[src/rtl/equiv_sweep_ctrl_if.sv]
// Handshake and result bundle between the equivalence sweep controller and its environment.
// The master side is the controller; the slave side supplies start/abort and both netlists' outputs.
interface equiv_sweep_ctrl_if #(
    parameter int N_IN  = 2,
    parameter int N_OUT = 2
);
    logic              start;
    logic              abort;
    logic [N_IN-1:0]   vec;
    logic [N_OUT-1:0]  ref_o;
    logic [N_OUT-1:0]  dut_o;
    logic              busy;
    logic              done;
    logic              equiv;
    logic [N_IN-1:0]   mis_vec;
    logic [N_OUT-1:0]  mis_mask;
    logic [N_IN:0]     mis_cnt;

    modport master (
        input  start, abort, ref_o, dut_o,
        output vec, busy, done, equiv, mis_vec, mis_mask, mis_cnt
    );

    modport slave (
        output start, abort, ref_o, dut_o,
        input  vec, busy, done, equiv, mis_vec, mis_mask, mis_cnt
    );
endinterface

[src/rtl/equiv_sweep_ctrl.sv]
// Exhaustive-vector sequencer comparing a reference and a candidate netlist.
// EQCHK_RUN_ALL_EN: when defined the sweep runs to the last vector; otherwise it stops at the first mismatch.
module equiv_sweep_ctrl #(
    parameter int N_IN   = 2,
    parameter int N_OUT  = 2,
    parameter int SETTLE = 1
) (
    input  logic                clk,
    input  logic                rst_n,
    equiv_sweep_ctrl_if.master  bus
);
    typedef enum logic [1:0] {IDLE, APPLY, COMPARE, DONE} state_t;

    localparam logic [3:0] SETTLE_LOAD = 4'(SETTLE - 1);
`ifdef EQCHK_RUN_ALL_EN
    localparam bit STOP_ON_FIRST = 1'b0;
`else
    localparam bit STOP_ON_FIRST = 1'b1;
`endif

    state_t             state_q;
    logic [3:0]         settle_q;
    logic [N_IN-1:0]    vec_q;
    logic               busy_q;
    logic               done_q;
    logic               equiv_q;
    logic [N_IN-1:0]    mis_vec_q;
    logic [N_OUT-1:0]   mis_mask_q;
    logic [N_IN:0]      mis_cnt_q;

    logic               mismatch_d;
    logic [N_OUT-1:0]   diff_d;
    logic               last_vec_d;

    // Case inequality so X/Z on either netlist counts as a mismatch in simulation.
    assign mismatch_d = (bus.ref_o !== bus.dut_o);
    assign diff_d     = bus.ref_o ^ bus.dut_o;
    assign last_vec_d = &vec_q;

    always_ff @(posedge clk) begin
        if (!rst_n || bus.abort) begin
            state_q    <= IDLE;
            settle_q   <= '0;
            vec_q      <= '0;
            busy_q     <= 1'b0;
            done_q     <= 1'b0;
            equiv_q    <= 1'b0;
            mis_vec_q  <= '0;
            mis_mask_q <= '0;
            mis_cnt_q  <= '0;
        end else if (bus.start && !busy_q) begin
            // Start is honoured from IDLE and DONE alike; busy_q covers APPLY/COMPARE.
            state_q    <= APPLY;
            settle_q   <= SETTLE_LOAD;
            vec_q      <= '0;
            busy_q     <= 1'b1;
            done_q     <= 1'b0;
            equiv_q    <= 1'b0;
            mis_vec_q  <= '0;
            mis_mask_q <= '0;
            mis_cnt_q  <= '0;
        end else begin
            case (state_q)
                IDLE: begin
                    mis_vec_q  <= '0;
                    mis_mask_q <= '0;
                    mis_cnt_q  <= '0;
                end
                APPLY: begin
                    if (settle_q != 4'd0) begin
                        settle_q <= settle_q - 4'd1;
                    end else begin
                        state_q <= COMPARE;
                    end
                end
                COMPARE: begin
                    if (mismatch_d) begin
                        mis_cnt_q <= mis_cnt_q + 1'b1;
                        if (mis_cnt_q == '0) begin
                            mis_vec_q  <= vec_q;
                            mis_mask_q <= diff_d;
                        end
                    end
                    if (last_vec_d || (mismatch_d && STOP_ON_FIRST)) begin
                        state_q <= DONE;
                        busy_q  <= 1'b0;
                        done_q  <= 1'b1;
                        equiv_q <= (mis_cnt_q == '0) && !mismatch_d;
                    end else begin
                        state_q  <= APPLY;
                        vec_q    <= vec_q + 1'b1;
                        settle_q <= SETTLE_LOAD;
                    end
                end
                DONE: begin
                    done_q <= 1'b1;
                end
                default: state_q <= IDLE;
            endcase
        end
    end

    assign bus.vec      = vec_q;
    assign bus.busy     = busy_q;
    assign bus.done     = done_q;
    assign bus.equiv    = equiv_q;
    assign bus.mis_vec  = mis_vec_q;
    assign bus.mis_mask = mis_mask_q;
    assign bus.mis_cnt  = mis_cnt_q;
endmodule

[src/flat_wrapper.sv]
// flat-port wrapper written by rule: the top's interface ports become plain ports
module equiv_sweep_ctrl_flat 
#(
    parameter int N_IN   = 2,
    parameter int N_OUT  = 2,
    parameter int SETTLE = 1
)
  (clk, rst_n, bus_start, bus_abort, bus_ref_o, bus_dut_o, bus_vec, bus_busy, bus_done, bus_equiv, bus_mis_vec, bus_mis_mask, bus_mis_cnt);
  equiv_sweep_ctrl_if #(.N_IN(N_IN), .N_OUT(N_OUT)) bus_i ();
  input  logic clk;
  input  logic rst_n;
  input wire logic [$bits(bus_i.start)-1:0] bus_start;
  input wire logic [$bits(bus_i.abort)-1:0] bus_abort;
  input wire logic [$bits(bus_i.ref_o)-1:0] bus_ref_o;
  input wire logic [$bits(bus_i.dut_o)-1:0] bus_dut_o;
  output wire logic [$bits(bus_i.vec)-1:0] bus_vec;
  output wire logic [$bits(bus_i.busy)-1:0] bus_busy;
  output wire logic [$bits(bus_i.done)-1:0] bus_done;
  output wire logic [$bits(bus_i.equiv)-1:0] bus_equiv;
  output wire logic [$bits(bus_i.mis_vec)-1:0] bus_mis_vec;
  output wire logic [$bits(bus_i.mis_mask)-1:0] bus_mis_mask;
  output wire logic [$bits(bus_i.mis_cnt)-1:0] bus_mis_cnt;
  assign bus_i.start = bus_start;
  assign bus_i.abort = bus_abort;
  assign bus_i.ref_o = bus_ref_o;
  assign bus_i.dut_o = bus_dut_o;
  assign bus_vec = bus_i.vec;
  assign bus_busy = bus_i.busy;
  assign bus_done = bus_i.done;
  assign bus_equiv = bus_i.equiv;
  assign bus_mis_vec = bus_i.mis_vec;
  assign bus_mis_mask = bus_i.mis_mask;
  assign bus_mis_cnt = bus_i.mis_cnt;
  equiv_sweep_ctrl #(.N_IN(N_IN), .N_OUT(N_OUT), .SETTLE(SETTLE)) u_core (.clk(clk), .rst_n(rst_n), .bus(bus_i));
endmodule
[config.mk]
export PLATFORM = sky130hd
export DESIGN_NAME = equiv_sweep_ctrl_flat
export DESIGN_NICKNAME = d
export VERILOG_FILES = /design/src/rtl/equiv_sweep_ctrl_if.sv /design/src/rtl/equiv_sweep_ctrl.sv /design/src/flat_wrapper.sv
export SDC_FILE = /design/constraint.sdc
export NUM_CORES = 1
export LEC_CHECK = 0
export BUFFER_PORTS_ARGS = -buffer_cell sky130_fd_sc_hd__buf_4
export CAP_MARGIN = 25
export CORE_AREA = 3 3 51 65
export CTS_CLUSTER_SIZE = 40
export DETAILED_ROUTE_END_ITERATION = 8
export DIE_AREA = 0 0 54 68
export PLACE_DENSITY_LB_ADDON = 0.1
export SETUP_SLACK_MARGIN = 0.2
export SYNTH_ARGS = -nofsm -noshare
export SYNTH_HDL_FRONTEND = slang
export SYNTH_SLANG_ARGS = --single-unit
export TNS_END_PERCENT = 50
[constraint.sdc]
create_clock -name clk -period 2.2 [get_ports clk]
set_clock_uncertainty 0.2 [all_clocks]
set_input_delay 0.11 -clock clk [delete_from_list [all_inputs] [get_ports clk]]
set_output_delay 0.11 -clock clk [all_outputs]
set_load 0.1 [all_outputs]
**After elaboration in Yosys (flattened, before gate mapping)**

Cells that the tools add are included.

- Flip-flop bits (word level): 18
- Latch bits: 0
- RAM bits: 0
- Bits in read-only memories: 0
- Input port bits: 8
- Output and inout bits: 12
- Logic and storage cells: 73
- Memories: 0

- $add $sub $neg: 3
- $mul: 0
- Divide/modulo/power cells: 0
- $lt $le $gt $ge: 0
- Eq/ne operators: 11
- Shift operators: 0
- Multiplexer cells: 20
- Bitwise logic cells: 2
- Reduce and logical (&&, ||, !) cells: 27

Operators with widths:

| kind | count |
|---|---|
| 2-bit AND reduction | 8 |
| 2-bit 2-to-1 mux | 6 |
| 2-bit one-hot mux with 2 select lines | 3 |
| 2-bit nonzero test | 5 |
| 4-bit 2-to-1 mux | 2 |
| 2-bit by 1-bit inequality test with 1-bit output, second input constant | 4 |
| 4-bit one-hot mux with 2 select lines | 1 |
| 3-bit one-hot mux with 2 select lines | 1 |
| 3-bit AND reduction | 2 |
| 1-bit 2-to-1 mux | 5 |
| 2-bit equality test, second input constant | 2 |
| 2-bit inequality test, second input constant | 2 |
| 4-bit nonzero test | 1 |
| 4-bit by 1-bit subtractor with 4-bit output, second input constant | 1 |
| 3-bit by 1-bit adder with 3-bit output, second input constant | 1 |
| 1-bit logical NOT | 3 |
| 3-bit logical NOT | 1 |
| 3-bit 2-to-1 mux | 1 |
| 3-bit by 2-bit inequality test with 1-bit output, second input constant | 1 |
| 3-bit nonzero test | 1 |
| 2-bit by 1-bit adder with 2-bit output, second input constant | 1 |
| 2-bit by 1-bit equality test with 1-bit output, second input constant | 1 |
| 1-bit logical AND | 2 |
| 2-bit logical NOT | 1 |
| 6 further kinds | 7 |

**Logic depth before layout (Yosys ltp)**

Gate-level depths: netlist of run 1.

- Depth after elaboration: 5
- Depth in mapped cells: 7
- Depth with buffers taken out: 6

**Worst setup path before layout of run 1**

OpenSTA, ideal clock, no wires.

- Path kind: register to register
- From: register u_core.busy_q (netlist: u_core.bus.busy)
- To: register u_core.settle_q[1]
- Setup time: 87 ps
- Arrival: 1995 ps
- Required time: 1913 ps
- Slack: -82 ps
- Cell stages (with the launch flop): 6
- Buffers on the path: 1
- Clock period less this slack: 2282 ps
- Path through: dfxtp_1 > nor2b_1 > or2_0 > clkbuf_1 > or4_1 > o31ai_1

- Longest elaborated chain between the ends: 3

RTL lines:

| what | RTL line | source |
|---|---|---|
| from (decl) | equiv_sweep_ctrl.sv:24 | `logic busy_q;` |
| from (signal assigned) | equiv_sweep_ctrl.sv:45 | `busy_q <= 1'b0;` |
| from (signal assigned) | equiv_sweep_ctrl.sv:56 | `busy_q <= 1'b1;` |
| from (signal assigned) | equiv_sweep_ctrl.sv:86 | `busy_q <= 1'b0;` |
| 1-bit logical NOT | equiv_sweep_ctrl.sv:51 | `end else if (bus.start && !busy_q) begin` |
| 1-bit logical AND | equiv_sweep_ctrl.sv:51 |  |
| 2-bit OR reduction (no line) | -- |  |
| to (signal assigned) | equiv_sweep_ctrl.sv:71 | `settle_q <= settle_q - 4'd1;` |
| to (decl) | equiv_sweep_ctrl.sv:22 | `logic [3:0] settle_q;` |

Every way passes these cells.
A chain may end at the register's enable or synchronous reset.

**Final worst setup path of run 1**

- From: register u_core.state_q[0]
- To: register u_core.done_q (netlist: u_core.bus.done)

- Longest elaborated chain between the ends: 3
- Elaborated cells between the ends (all ways): 6
- Those cells by class: 3 x eq/ne; 1 x mux; 2 x reduce/logical

RTL lines:

| what | RTL line | source |
|---|---|---|
| from (decl) | equiv_sweep_ctrl.sv:21 | `state_t state_q;` |
| from (signal assigned) | equiv_sweep_ctrl.sv:42 | `state_q <= IDLE;` |
| from (signal assigned) | equiv_sweep_ctrl.sv:53 | `state_q <= APPLY;` |
| from (signal assigned) | equiv_sweep_ctrl.sv:73 | `state_q <= COMPARE;` |
| 2-bit equality test | equiv_sweep_ctrl.sv:63 | `case (state_q)` |
| 2-bit by 1-bit inequality test with 1-bit output (no line) / 2-bit nonzero test (equally long branches) | -- |  |
| 2-bit AND reduction (no line) | -- |  |
| to (signal assigned) | equiv_sweep_ctrl.sv:57 | `done_q <= 1'b0;` |
| to (signal assigned) | equiv_sweep_ctrl.sv:87 | `done_q <= 1'b1;` |
| to (signal assigned) | equiv_sweep_ctrl.sv:96 | `done_q <= 1'b1;` |
| to (decl) | equiv_sweep_ctrl.sv:25 | `logic done_q;` |

Several ways; a longest one is shown, not always the timed one.

==> results of run 1 <==
[final cells by class]
| class | instances | area [µm²] | area share (%) |
|---|---|---|---|
| multi-input combinational | 78 | 530.5 | 44.82 |
| sequential | 18 | 366.6 | 30.97 |
| timing repair buffer | 24 | 187.7 | 15.86 |
| tap | 34 | 42.54 | 3.594 |
| inverter | 9 | 33.78 | 2.854 |
| clock buffer | 3 | 22.52 | 1.903 |
[worst register-to-register path, cell delays in order, from the launching register on]
cell and delay [ps]:
dfxtp_1 350, inv_1 90, ha_2 270, inv_2 80
or4_4 580, o21ai_0 120, a21oi_1 90
[per-layer routing]
metal	up-vias	track usage, %	part of all wire [%]
met1	376	15.61	47
met5	-	0	0
met4	0	5.607	0.79
met2	16	21.21	47
li1	435	-	-
met3	2	1.961	4.8
[worst max-delay path by stage]
stage                                from                    end  cells after the start
CTS                     u_core.state_q[0]      u_core.bus.vec[1]                      6
finish                  u_core.state_q[0]        u_core.bus.done                      6
floorplan           u_core.bus.mis_cnt[2]  u_core.bus.mis_vec[0]                      5
global route            u_core.state_q[0]        u_core.bus.done                      6
global placement        u_core.state_q[0]      u_core.bus.vec[0]                      6
detailed placement      u_core.state_q[0]      u_core.bus.vec[0]                      6
[kinds of logic (layout without fill, tap and decap cells)]
logic type / Yosys count / in the layout / synth area share [%]
buffers and inverters: 15 / 36 / 6.233
AND/OR/NAND/NOR: 37 / 37 / 21.49
adder cells (fa/ha/maj): 8 / 8 / 10.61
flip-flops: 18 / 18 / 38.20
XOR/XNOR: 3 / 3 / 2.786
AO/OA/AOI/OAI: 29 / 29 / 19.63
multiplexers: 1 / 1 / 1.061
[layout by cell type, fill, tap and decap left out, types with 2 or more instances in the layout]
master         netlist  final
dfxtp_2              0      5
dlygate4sd3_1        0      3
o21ai_0              8      8
nor2_1               7      7
nand4_1              2      2
nand3_1              7      7
a31oi_1              3      3
a211oi_1             2      2
a21oi_1              6      6
o31a_1               2      2
ha_1                 8      7
nand2_1              6      6
xor2_1               3      3
nand2b_1             2      2
dfxtp_1             18     13
or3_1                2      2
buf_4                0     21
o31ai_1              2      2
inv_1                8      8
or2_1                1      2
or4_1                3      2
clkbuf_4             0      3
[power groups by stage]
stage	sequential [mW]	clock, mW	combinational, mW
2_1_floorplan	0.348	0	0.0430
3_3_place_gp	0.340	0	0.0748
3_5_place_dp	0.340	0	0.0751
4_1_cts	0.333	0.175	0.0797
5_1_grt	0.334	0.183	0.0881
6_report	0.333	0.162	0.0797
[stage by stage]
stage,power [mW],std cells,utilization [%],hold WS [ps],worst slack [ps]
6_report,0.5742,166,43.74,37.08,319.7
5_1_grt,0.6049,166,43.74,71.22,171.8
4_1_cts,0.5882,166,43.60,24.85,230.7
3_5_place_dp,0.4155,160,41.56,186.8,174.3
3_3_place_gp,0.4150,160,41.56,190.5,218.6
2_1_floorplan,0.3911,111,-,43.33,225.5
[repair_timing]
item	4_1_cts	5_1_grt
endpoints found under the hold margin	2	0
hold buffers	3	0
gates resized for setup	1	2
endpoints found under the setup margin	5	8
[flip-flops by register name, summed over array words and instances, names as in the netlist]
register             count
u_core.bus.busy          1
u_core.bus.done          1
u_core.bus.equiv         1
u_core.bus.mis_cnt       3
u_core.bus.mis_mask      2
u_core.bus.mis_vec       2
u_core.bus.vec           2
u_core.settle_q          4
u_core.state_q           2
==> out/metrics.cfg, run 1 <==
[setup_path]
cp-start-kind = flip-flop
cp.required_ps = 2180
rr_startpoint = u_core.state_q[0]
critPathMaxFanout = 9
critPathBufInv = 2
ff2ff_path_depth = 6
worstPathCellList = inv_1 -> ha_2 -> inv_2 -> or4_4 -> o21ai_0 -> a21oi_1
end_kind = flip-flop
r2r_end = u_core.bus.done
slowest_stage = or4_4
critPathMaxStageDelay_ps = 580
crit_type = reg -> reg
regToRegSetupSlack_ps = 320
arrival_ps = 1860
critPathTopFamily = simple AND/OR/NAND/NOR gates

[clock_tree]
insertion_delay_ps = 290
clk_pin_slew_ps = 100
cts_setup_buffers = 0
cts-buffers-inserted = 3
h-tree-depth = 1
cts_tree = done
cts-root-buf = clkbuf_4
cts_max_path_buffers = 2
cts.sinks = 18

[run_status]
outcome = finished clean

[detailed_routing]
drt_iter0_drc = 14
vias_per_cell = 4.994
dr.pass1.iters = 4
num_vias = 829
antenna_left = 0
drc = 0
drt-total-wl_mm = 2.037
routedWlPerCell_um = 12.27

[sta]
tns_ps = 0
fin_crit_sh_pct = 85.47
relSlewSlack_pct = 64.13
tightest_slew_ps = 536.2
setup_viol = 0
grt_setup_unrepaired = yes
finalCriticalPeriod_ps = 1880
fmax_ghz = 0.5318
hold_viol = 0
slew_violations = 0

[floorplanning]
start_util_pct = 34.86
ios = 20
rows = 21
die_h_um = 68
dieArea_um2 = 3672
coreArea_um2 = 2706
die_w_um = 54

[final_layout]
fillers = 287
final_area_um2 = 1184
nets = 150
drive_above_1_share_pct = 26.52
areaGrowthSynthToFinish_pct = 25.46
antenna_cells = 0

[min_path]
min_path_cells = 4
min_path_type = in -> reg
hold_start = bus_ref_o[0]
min_to = u_core.bus.mis_mask[0]

[yosys]
synth.avg_cell_area_um2 = 8.499
yosysTopAreaCell = dfxtp_1
yosysMostFrequentCell = dfxtp_1
synth_common_cells = 18 x dfxtp_1, 8 x ha_1, 8 x inv_1, 8 x o21ai_0
synth_top_area_share_pct = 38.20
synth_area_leaders = dfxtp_1 38%, ha_1 11%, o21ai_0 4.2%
yosys.cell_types.count = 35
async_flop_share_pct = 0
synth_edf_count = 0
syn_nets = 127
ys_seq_area_share_pct = 38.20
synth_flop_cell = dfxtp_1
yosysWarnings = 0
syn_area_um2 = 943.4
ys_seq_elements = 18
synth_cells = 111

[power_and_ir_drop]
p_leak_nw = 0.4886
power_frac_clock_pct = 28.1
switching_power_mw = 0.1496
seqPwrFrac_pct = 58.0
swShare_pct = 26.05
ir_worst_vdd_v = 0.0003533
p_comb_share_pct = 13.9
cellPowerDensity_nw_per_um2 = 485.1
internal_power_mw = 0.4246

[global_routing]
grt_antenna_before_repair = 0
grt_pass1_wl_mm = 3.463
grt_overflow = 0
grt_pass1_vias = 812
grt_usage_pct = 12.63
grt_max_degree = 12

[placement]
gp_congestion = 0.7291
io_buffers = 19
place_area_um2 = 1125
place_hpwl_mm = 1.559

[flow_run]
drv_cap = 0

Power figures use the tool's default switching activity.
==> run 2, diff against run 1 <==
--- a/config.mk
+++ b/config.mk
@@ -5,14 +5,16 @@
 export SDC_FILE = /design/constraint.sdc
 export NUM_CORES = 1
 export LEC_CHECK = 0
+export ABC_AREA = 1
 export BUFFER_PORTS_ARGS = -buffer_cell sky130_fd_sc_hd__buf_4
 export CAP_MARGIN = 25
-export CORE_AREA = 3 3 51 65
+export CORE_AREA = 3 3 52 66
 export CTS_CLUSTER_SIZE = 40
 export DETAILED_ROUTE_END_ITERATION = 8
-export DIE_AREA = 0 0 54 68
+export DIE_AREA = 0 0 55 69
 export PLACE_DENSITY_LB_ADDON = 0.1
 export SETUP_SLACK_MARGIN = 0.2
+export SLEW_MARGIN = 0
 export SYNTH_ARGS = -nofsm -noshare
 export SYNTH_HDL_FRONTEND = slang
 export SYNTH_SLANG_ARGS = --single-unit
==> run 2 against run 1 <==
Net effect:
- first-iteration DRC count decreased by 21%
- worst hold slack worse by 18 ps
- critical endpoint is now u_core.bus.mis_vec[0]
- sequential power is essentially flat
- non-clock buffer count down 1
- critical path type unchanged
- synthesized cell count grew 20%
- combinational power hardly changed
- clock power rose by 4%
==> out/metrics.cfg, run 2 <==
[clock_tree]
cts_setup_buffers = 0
cts.sinks = 18
clk_pin_slew_ps = 110
h-tree-depth = 1
cts-root-buf = clkbuf_4
cts-buffers-inserted = 3
cts_max_path_buffers = 2
insertion_delay_ps = 300
cts_tree = done

[min_path]
hold_start = bus_dut_o[0]
min_path_cells = 4
min_path_type = in -> reg

[yosys]
synth_xor_area_share_pct = 2.655
synth.avg_cell_area_um2 = 7.441
yosysTopAreaCell = dfxtp_1
syn_area_um2 = 989.7
syn_nets = 149
yosysWarnings = 0
ys_seq_elements = 18
synthAdderAreaFrac_pct = 10.11
synth_flop_cell = dfxtp_1
synth_cells = 133
yosys-mux-area-fraction_pct = 0
synth_edf_count = 0
synth_common_cells = 25 x inv_1, 25 x nand2_1, 18 x dfxtp_1
yosys.cell_types.count = 17
synth-compound-area-share_pct = 12.90
synth_top_area_share_pct = 36.41
async_flop_share_pct = 0
ys_seq_area_share_pct = 36.41
synth_area_leaders = dfxtp_1 36%, ha_1 10%, inv_1 9.5%
synth_top_family_by_area = simple AND/OR/NAND/NOR gates
synth-simple-area-share_pct = 27.56

[sta]
finalCriticalPeriod_ps = 1659
tightest_slew_ps = 294.3
hold_viol = 0
setup_viol = 0
fin_crit_sh_pct = 75.42
tns_ps = 0
relSlewSlack_pct = 80.33
grt_setup_unrepaired = no
fmax_ghz = 0.6027
slew_violations = 0

[detailed_routing]
dr.pass1.iters = 4
num_vias = 902
routedWlPerCell_um = 10.25
vias_per_cell = 4.649
drt_iter0_drc = 11
antenna_left = 0
drt-total-wl_mm = 1.988
drc = 0

[floorplanning]
start_util_pct = 33.92
ios = 20
rows = 22
coreArea_um2 = 2918
dieArea_um2 = 3795
die_w_um = 55
die_h_um = 69

[power_and_ir_drop]
p_comb_share_pct = 13.7
switching_power_mw = 0.1568
seqPwrFrac_pct = 57.3
internal_power_mw = 0.4239
ir_worst_vdd_v = 0.0002697
power_frac_clock_pct = 29.0
p_leak_nw = 0.5732
cellPowerDensity_nw_per_um2 = 470.2
swShare_pct = 27.00

[setup_path]
cp-start-kind = flip-flop
rr_startpoint = u_core.state_q[0]
critPathMaxFanout = 6
cp.required_ps = 2240
crit_path_start = u_core.state_q[0]
ff2ff_path_depth = 8
crit_type = reg -> reg
end_kind = flip-flop
arrival_ps = 1700
regToRegSetupSlack_ps = 540

[placement]
place_hpwl_mm = 1.619
gp_congestion = 0.7944
io_buffers = 19
place_area_um2 = 1182

[final_layout]
final_area_um2 = 1235
antenna_cells = 0
largest_reg_flops = 4
nets = 176
mostFrequentLayoutCells = 25 x inv_1, 25 x nand2_1, 20 x buf_4
areaGrowthSynthToFinish_pct = 24.78
regMostFlops = u_core.settle_q
drive_above_1_share_pct = 22.15

[global_routing]
grt_pass1_vias = 886
grt_usage_pct = 11.92
grt_max_degree = 10
grt_overflow = 0
grt_antenna_before_repair = 0
grt_pass1_wl_mm = 3.450

[run_status]
outcome = finished clean

[flow_run]
drv_cap = 0

[run 2: cell count changes after synthesis, sizes merged, moves of 4 or more]
| cell | previous run | this run |
|---|---|---|
| nand2 | 6 | 29 |
| inv | 9 | 26 |
| a21oi | 6 | 19 |
| nand4 | 2 | 7 |
| clkbuf | 4 | 0 |
[run 2: path summary, 6_finish.rpt]
check / endpoint
worst max-delay path: u_core.bus.mis_vec[0]
worst min-delay path: u_core.bus.mis_mask[0]
worst max register to register: u_core.bus.mis_vec[0]
worst min register to register: u_core.settle_q[1]
[run 2: worst max-delay path: stages, from the launching register on]
cell     delay [ps]
dfxtp_1         360
inv_1            90
ha_1            250
inv_2           100
nor2_4          190
nand3_4         120
nand2_2          90
nand2_1          60
a21oi_2         130
[run 2: per-layer routing]
layer | wire (µm) | track usage, % | share of wire [%] | vias up
met5 | 0 | 0 | 0 | -
met3 | 79 | 1.944 | 4.0 | 4
met1 | 824 | 12.60 | 41 | 403
li1 | - | - | - | 480
met4 | 37 | 6.486 | 1.9 | 0
met2 | 1046 | 20.92 | 53 | 15
[run 2: logic make-up after synthesis]
| family | Yosys count |
|---|---|
| AO/OA/AOI/OAI | 24 |
| XOR/XNOR | 3 |
| adder cells (fa/ha/maj) | 8 |
| buffers and inverters | 27 |
| flip-flops | 18 |
| AND/OR/NAND/NOR | 53 |
[run 2: final cells by class]
cell class                 count  area, µm²
fill                         315       1683
multi-input combinational     88      526.8
sequential                    18      362.8
timing repair buffer          23      180.2
inverter                      26      97.59
tap                           36      45.04
clock buffer                   3      22.52
[run 2: timing repair]
item | CTS | global route
gates resized for setup | 0 | 0
endpoints found under the hold margin | 2 | 0
hold buffers | 3 | 0
[run 2: power by group through the flow]
stage	clock, mW	sequential, mW	combinational [mW]
CTS	0.177	0.333	0.0808
finish	0.169	0.333	0.0795
floorplan	0	0.348	0.0457
global route	0.184	0.333	0.0903
global placement	0	0.340	0.0759
detailed placement	0	0.340	0.0764
[run 2: stage by stage]
step	total power, mW	hold WS (ps)	setup slack (ps)	std cells	utilization (%)
2_1_floorplan	0.3935	81.25	217.5	133	-
3_3_place_gp	0.4157	187.1	601.7	188	40.52
3_5_place_dp	0.4165	188.1	544.5	188	40.52
4_1_cts	0.5908	15.67	515.6	194	42.32
5_1_grt	0.6077	48.77	372.5	194	42.32
6_report	0.5807	19.56	540.7	194	42.32
==> run 3, diff against run 2 <==
==> constraint.sdc (replaced) <==
create_clock -name clk -period 1.3 [get_ports clk]
set_clock_uncertainty 0.2 [all_clocks]
set_input_delay 0.065 -clock clk [delete_from_list [all_inputs] [get_ports clk]]
set_output_delay 0.065 -clock clk [all_outputs]
set_load 0.1 [all_outputs]
==> run 3 against run 2 <==
Net effect:
- the run now ends with hold timing, setup timing left
- critical endpoint is now u_core.bus.mis_vec[1]
- largest power group unchanged
- die area is the same
- core utilization rose by 18 points
- total power rose by 88%
- highest routed layer unchanged
- fmax increased by 13%
- sequential power increased by 65%
- setup slack got worse by 710 ps
- combinational power up 140%
==> out/metrics.cfg, run 3 (synthesized netlist as in run 2, its figures left out) <==
[detailed_routing]
drt-total-wl_mm = 2.546
routedWlPerCell_um = 11.79
vias_per_cell = 4.727
antenna_left = 0
drc = 0
dr.pass1.iters = 4
num_vias = 1021
drt_iter0_drc = 18

[setup_path]
cp.required_ps = 1340
worstPathCellList = inv_4 -> ha_4 -> inv_6 -> nor2_4 -> nand3_4 -> nand2_4 -> nand2_2 -> a21oi_2
end_kind = flip-flop
arrival_ps = 1500
critPathMaxStageDelay_ps = 380
crit_path_start = u_core.state_q[0]
crit_type = reg -> reg
rr_startpoint = u_core.state_q[0]
slowest_stage = dfxtp_4
critPathMaxFanout = 6
cp-start-kind = flip-flop

[sta]
setup_viol = 17
grt_setup_unrepaired = yes
relSlewSlack_pct = 81.59
tns_ps = -1839
slew_violations = 0
finalCriticalPeriod_ps = 1465
fin_crit_sh_pct = 112.7
finalWorstSetupSlack_ps = -165.4
hold_viol = 2
fmax_ghz = 0.6824
holdWs_ps = -50.30
tightest_slew_ps = 278.5

[floorplanning]
die_w_um = 55
coreArea_um2 = 2918
rows = 22
start_util_pct = 33.92
ios = 20
dieArea_um2 = 3795
die_h_um = 69

[final_layout]
final_common_cell = buf_4
antenna_cells = 0
nets = 197
areaGrowthSynthToFinish_pct = 78.51
seqCellArea_um2 = 401.6
largest_reg_flops = 4
drive_above_1_share_pct = 61.67
multi_input_area_um2 = 688.2
regMostFlops = u_core.settle_q
fin_util_pct = 60.55
mostFrequentLayoutCells = 25 x buf_4, 16 x inv_1, 13 x nand2_1
fillers = 268
final_area_um2 = 1767

[power_and_ir_drop]
p_leak_nw = 0.7508
ir_worst_vdd_v = 0.0004604
cellPowerDensity_nw_per_um2 = 619.4

[clock_tree]
h-tree-depth = 1
cts-buffers-inserted = 3
clk_pin_slew_ps = 110
cts.sinks = 18
cts-root-buf = clkbuf_4
insertion_delay_ps = 290
cts_max_path_buffers = 2
cts_tree = done
cts_hold_buf = 1

[flow_run]
drv_cap = 0

[global_routing]
grt_pass1_vias = 947
grt_max_degree = 11
grt_overflow = 0
grt_usage_pct = 14.07
grt_antenna_before_repair = 0
grt_pass1_wl_mm = 4.029

[placement]
place_area_um2 = 1399
place_hpwl_mm = 1.834
place_ws_ps = -298.6
io_buffers = 19
gp_congestion = 0.8152

[min_path]
min_path_type = in -> reg
hold_start = bus_start

[run_status]
violations = hold timing, setup timing
outcome = finished, violations left

==> run 3: worst paths after layout <==
kind,to,slack (ps),cells after the start
worst max-delay path,u_core.bus.mis_vec[1],-170,8
worst min-delay path,u_core.bus.busy,-50,5
worst max register to register,u_core.bus.mis_vec[1],-170,8
worst min register to register,u_core.bus.equiv,300,2
==> run 3: cell type report <==
cell class / count / area share (%)
multi-input combinational: 88 / 38.95
timing repair buffer: 44 / 27.62
sequential: 18 / 22.73
inverter: 26 / 6.091
tap: 36 / 2.550
clock buffer: 4 / 2.054
==> run 3: repair_timing <==
item	CTS	global route
endpoints found under the hold margin	7	2
gates cloned	0	0
endpoints found under the setup margin	30	30
gates resized for setup	62	23
pin swaps	17	16
buffers inserted	2	1
==> run 3: report_power, final <==
part	internal [mW]	total (mW)	switching, mW	leakage, nW
logic	0.0847	0.194	0.109	0.574
clock network	0.171	0.351	0.180	0.0210
registers	0.542	0.550	0.00793	0.156
==> run 3: stage by stage <==
step | std cells | power (mW)
after global placement | 208 | 0.7170
after detailed placement | 208 | 0.7202
after CTS | 215 | 1.097
final | 216 | 1.094
after floorplan | 133 | 0.6612
after global routing | 216 | 1.140
==> run 3: worst max-delay path: cells and delay by family, from the launching register on <==
| family | cells | cell delay (ps) |
|---|---|---|
| AOI/OAI and AO/OA | 1 | 100 |
| buffers and inverters | 2 | 120 |
| adders and majority gates | 1 | 150 |
| and+or+nand+nor | 4 | 460 |
| DFF | 1 | 380 |
==> run 3: layer usage <==
metal | track usage, % | wire (µm) | vias up | part of all wire [%]
met4 | 5.676 | 56 | 0 | 2.2
met2 | 24.87 | 1343 | 27 | 53
li1 | - | - | 526 | -
met1 | 15.07 | 1047 | 462 | 41
met3 | 3.240 | 98 | 6 | 3.8
met5 | 0 | 0 | - | 0
